--- src/rtl/spram_access_ctrl_pkg.sv ---
// Shared definitions for the single-port RAM access controller:
// FSM state encodings and default RAM geometry.
package spram_access_ctrl_pkg;

    localparam int DEF_ADDR_WIDTH = 4;
    localparam int DEF_DATA_WIDTH = 8;

    typedef enum logic [2:0] {
        ST_INIT,
        ST_IDLE,
        ST_ISSUE,
        ST_RD_WAIT,
        ST_RSP
    } state_e;

endpackage

--- src/rtl/spram_init_seq.sv ---
// Address sweep counter for the post-reset RAM clear.
// Counts 0..DEPTH-1 while enabled; done flags the last address.
module spram_init_seq #(
    parameter int ADDR_WIDTH = 4
) (
    input  logic                  clk,
    input  logic                  rst,
    input  logic                  en_i,
    output logic [ADDR_WIDTH-1:0] cnt_o,
    output logic                  done_o
);

    logic [ADDR_WIDTH-1:0] cnt_q;
    logic [ADDR_WIDTH-1:0] cnt_d;

    always_comb begin
        cnt_d = '0;
        if (en_i) begin
            cnt_d = cnt_q + ADDR_WIDTH'(1);
        end
    end

    always_ff @(posedge clk) begin
        if (rst) begin
            cnt_q <= '0;
        end else begin
            cnt_q <= cnt_d;
        end
    end

    assign cnt_o  = cnt_q;
    assign done_o = en_i & (cnt_q == '1);

endmodule

--- src/rtl/spram_access_ctrl.sv ---
// Valid/ready request/response front-end for a sync single-port RAM.
// Define SPRAM_CTRL_INIT_EN to sweep INIT_VALUE into the RAM after reset.
module spram_access_ctrl
    import spram_access_ctrl_pkg::*;
#(
    parameter int ADDR_WIDTH = DEF_ADDR_WIDTH,
    parameter int DATA_WIDTH = DEF_DATA_WIDTH,
    parameter logic [DATA_WIDTH-1:0] INIT_VALUE = '0
) (
    input  logic                  clk,
    input  logic                  rst,
    input  logic                  req_valid,
    output logic                  req_ready,
    input  logic                  req_we,
    input  logic [ADDR_WIDTH-1:0] req_addr,
    input  logic [DATA_WIDTH-1:0] req_wdata,
    output logic                  rsp_valid,
    input  logic                  rsp_ready,
    output logic [DATA_WIDTH-1:0] rsp_rdata,
    output logic                  busy,
    output logic                  ram_we,
    output logic [ADDR_WIDTH-1:0] ram_addr,
    output logic [DATA_WIDTH-1:0] ram_din,
    input  logic [DATA_WIDTH-1:0] ram_dout
);

    state_e state_q, state_d;

    logic                  ram_we_q, ram_we_d;
    logic [ADDR_WIDTH-1:0] ram_addr_q, ram_addr_d;
    logic [DATA_WIDTH-1:0] ram_din_q, ram_din_d;
    logic [DATA_WIDTH-1:0] rsp_rdata_q, rsp_rdata_d;

    logic                  init_act;
    logic                  init_done;
    logic [ADDR_WIDTH-1:0] init_cnt;

`ifdef SPRAM_CTRL_INIT_EN
    localparam state_e RST_STATE = ST_INIT;

    spram_init_seq #(
        .ADDR_WIDTH(ADDR_WIDTH)
    ) u_init_seq (
        .clk   (clk),
        .rst   (rst),
        .en_i  (state_q == ST_INIT),
        .cnt_o (init_cnt),
        .done_o(init_done)
    );

    assign init_act = (state_q == ST_INIT) & ~rst;
`else
    localparam state_e RST_STATE = ST_IDLE;

    assign init_act  = 1'b0;
    assign init_done = 1'b0;
    assign init_cnt  = '0;
`endif

    always_comb begin
        state_d     = state_q;
        ram_we_d    = 1'b0;
        ram_addr_d  = ram_addr_q;
        ram_din_d   = ram_din_q;
        rsp_rdata_d = rsp_rdata_q;
        unique case (state_q)
            ST_INIT: begin
                if (init_done) begin
                    state_d = ST_IDLE;
                end
            end
            ST_IDLE: begin
                // RAM drive registers double as the request latch
                if (req_valid) begin
                    state_d    = ST_ISSUE;
                    ram_we_d   = req_we;
                    ram_addr_d = req_addr;
                    ram_din_d  = req_wdata;
                end
            end
            ST_ISSUE: begin
                state_d = ram_we_q ? ST_IDLE : ST_RD_WAIT;
            end
            ST_RD_WAIT: begin
                rsp_rdata_d = ram_dout;
                state_d     = ST_RSP;
            end
            ST_RSP: begin
                if (rsp_ready) begin
                    state_d = ST_IDLE;
                end
            end
            default: begin
                state_d = ST_IDLE;
            end
        endcase
    end

    always_ff @(posedge clk) begin
        if (rst) begin
            state_q     <= RST_STATE;
            ram_we_q    <= 1'b0;
            ram_addr_q  <= '0;
            ram_din_q   <= '0;
            rsp_rdata_q <= '0;
        end else begin
            state_q     <= state_d;
            ram_we_q    <= ram_we_d;
            ram_addr_q  <= ram_addr_d;
            ram_din_q   <= ram_din_d;
            rsp_rdata_q <= rsp_rdata_d;
        end
    end

    assign req_ready = (state_q == ST_IDLE) & ~rst;
    assign busy      = (state_q != ST_IDLE);
    assign rsp_valid = (state_q == ST_RSP) & ~rst;
    assign rsp_rdata = rsp_rdata_q;

    assign ram_we   = ram_we_q | init_act;
    assign ram_addr = init_act ? init_cnt : ram_addr_q;
    assign ram_din  = init_act ? INIT_VALUE : ram_din_q;

endmodule

--- config.mk ---
export PLATFORM = sky130hd
export DESIGN_NAME = spram_access_ctrl
export DESIGN_NICKNAME = d
export VERILOG_FILES = /design/src/rtl/spram_access_ctrl_pkg.sv /design/src/rtl/spram_init_seq.sv /design/src/rtl/spram_access_ctrl.sv
export SDC_FILE = /design/constraint.sdc
export NUM_CORES = 1
export LEC_CHECK = 0
export BUFFER_PORTS_ARGS = -buffer_cell sky130_fd_sc_hd__buf_2
export CAP_MARGIN = 5
export CORE_ASPECT_RATIO = 1.1
export CORE_MARGIN = 4
export CORE_UTILIZATION = 46
export DETAILED_ROUTE_END_ITERATION = 10
export PLACE_DENSITY = 0.78
export SLEW_MARGIN = 20
export SYNTH_ARGS = -nofsm -noshare
export SYNTH_HDL_FRONTEND = slang
export SYNTH_SLANG_ARGS = --single-unit
--- constraint.sdc ---
create_clock -name clk -period 1.4 [get_ports clk]
set_input_delay 0.21 -clock clk [delete_from_list [all_inputs] [get_ports clk]]
set_output_delay 0.21 -clock clk [all_outputs]
set_load 0.1 [all_outputs]
==> impl_metrics.ini <==
[worst_setup_path]
crit_fanout = 3
cp_data_arrival_time_ns = 1.28
start_kind = flop
end_kind = output pin
regToRegSetupSlack_ns = 0.08
cp.required_ns = 1.19
path_class = flop to output pin

[floorplan]
start_util = 0.492
placementRows = 18
die-area_um2 = 3290
die_w_um = 55.0
die_h_um = 59.7
ios = 49
fp.coreArea_um2 = 2270

[global_route]
grt_pass1_wl_um = 3760
grt_pass1_vias = 898
grt_max_degree = 26
grt.total_usage = 0.156
antenna_found_initial = 0
grt_overflow = 0

[sta]
final_hold_viol_count = 0
slew_headroom = 0.672
min_period_ns = 1.49
worstMarginPinSlew_ns = 0.495
clock.fmax_mhz = 673
drv_slew = 0
holdWs_ns = 0.130
worst_slack_ns = -0.0855
setup_violations = 3
fin_skew_ns = 0.0152
min_period_over_period = 1.06
rsz0062_at_grt = yes

[yosys]
ys_async_sr_fraction = 0
synth_cell_types = 18
post-synth-top-count-cell = nand2b_1
synth_nets = 132
netlist_area_um2 = 1120
synth.area.top_cells = dfxtp_1 43%, nand2b_1 22%, mux2i_1 18%
yosysWarningCount = 0
netlist_top_cells_count = 40 x nand2b_1, 24 x dfxtp_1, 20 x mux2i_1
synthFlopType = dfxtp_1
synth-edff-count = 0
synthCells = 107
seq_area_frac_synth = 0.430
synth.avg_cell_area_um2 = 10.5
yosys_register_bits = 24
synth_top_area_frac = 0.430
yosysTopAreaCell = dfxtp_1

[cells_and_area]
drive_above_1_share = 0.421
fin_nets = 185
fin_area_um2 = 1530
post-route-util = 0.672
n_antenna_cell = 0
area_delta_synth_final_pct = 36.6

[detailed_routing]
vias = 890
wl_um = 2380
first_pass_iters = 4
ant_nets = 0
drt_iter0_markers = 4
viasPerCell = 4.71
drc_errors = 0
wire_per_inst_um = 12.6

[pwr]
p_leak_nw = 0.700
vdd.ir_drop.worst_uv = 879
pwr_density_cell_nw_per_um2 = 1250

[clock_tree]
cts_made_buffers = 3
cts_sinks = 24
clk_latency_ns = 0.31
htreeDepth = 1
cts_tree = built
clkSlewWorstSetupHoldPaths_ns = 0.14
cts_buffer_depth = 2
root_buffer = clkbuf_4
cts_hold_buf = 0

[status]
failed_checks = negative setup slack
status = finished, violations left

[placement]
port_buffers = 48
finalWeightedCongestion = 0.739
place_hpwl_um = 1800
dpl_cell_area_um2 = 1440
place_ws_ns = 0.0916

[flow_run]
drv_cap = 0

[hold_path]
min_path_type = input pin to flop
## critical path, cell delays in order (launching register included)
cell and delay, ns:
dfxtp_4 0.39, nor4b_4 0.35, buf_12 0.22
## layer usage
layer / track usage / vias to the layer above / wire length [um] / share of wire
met1: 0.190 / 401 / 1070 / 0.45
met3: 0.0349 / 0 / 166 / 0.070
met2: 0.272 / 30 / 1150 / 0.48
met4: 0.0417 / 0 / 0 / 0
li1: - / 459 / - / -
met5: 0 / - / 0 / 0
## stage by stage
stage | TNS, ns | power (mW) | instances
after detailed placement | 0 | 1.43 | 181
after CTS | -0.195 | 1.92 | 189
final | -0.176 | 1.91 | 189
after global routing | -0.350 | 1.99 | 189
after floorplan | -1.50 | 1.30 | 107
after global placement | 0 | 1.41 | 181
## flip-flops by register name, indices dropped and copies added (netlist names)
register / cells
state_q: 3
ram_we: 1
ram_addr: 4
rsp_rdata: 8
ram_din: 8
## worst paths after layout
check	from	end	cells past startpoint
min reg2reg	ram_din[5]$_SDFFE_PP0P_	ram_din[5]$_SDFFE_PP0P_	2
max reg2reg	state_q[1]$_SDFFE_PP0P_	ram_din[7]$_SDFFE_PP0P_	3
min	req_we	ram_we$_SDFF_PP0_	2
max	state_q[1]$_SDFFE_PP0P_	req_ready	2
## cells in the final DEF, fill, tap and decap left out, drive strengths merged, types with 2 or more instances in the layout
cell type / count
buf: 55
inv: 3
mux2i: 20
nand3b: 2
or3b: 2
nor4b: 2
nand2b: 40
clkbuf: 3
dfxtp: 24
## where the power goes
part           switching [mW]  internal [mW]  leakage [nW]
Sequential             0.0337          0.730         0.198
Combinational           0.470          0.186         0.474
Clock                   0.201          0.289        0.0279
## cell families (layout without fill, tap and decap cells)
logic type,count (synthesis),in the layout,synth area share
flip-flops,24,24,0.430
multiplexers,20,20,0.179
AO/OA/AOI/OAI,4,4,0.0313
buffers and inverters,10,62,0.0526
AND/OR/NAND/NOR,49,49,0.308
## timing repair
item	in CTS	in global routing
pin swaps	3	1
resized for setup	4	0
setup endpoints to repair	3	7
setup buffers	4	0
## area by class of cell
type | count | area, um2
Clock buffer | 3 | 22.5
Inverter | 3 | 11.3
Clock inverter | 1 | 30.0
Fill cell | 188 | 747
Timing Repair Buffer | 55 | 338
Multi-Input combinational cell | 73 | 597
Sequential cell | 24 | 492
Tap cell | 30 | 37.5
Power figures use the tool's default switching activity.
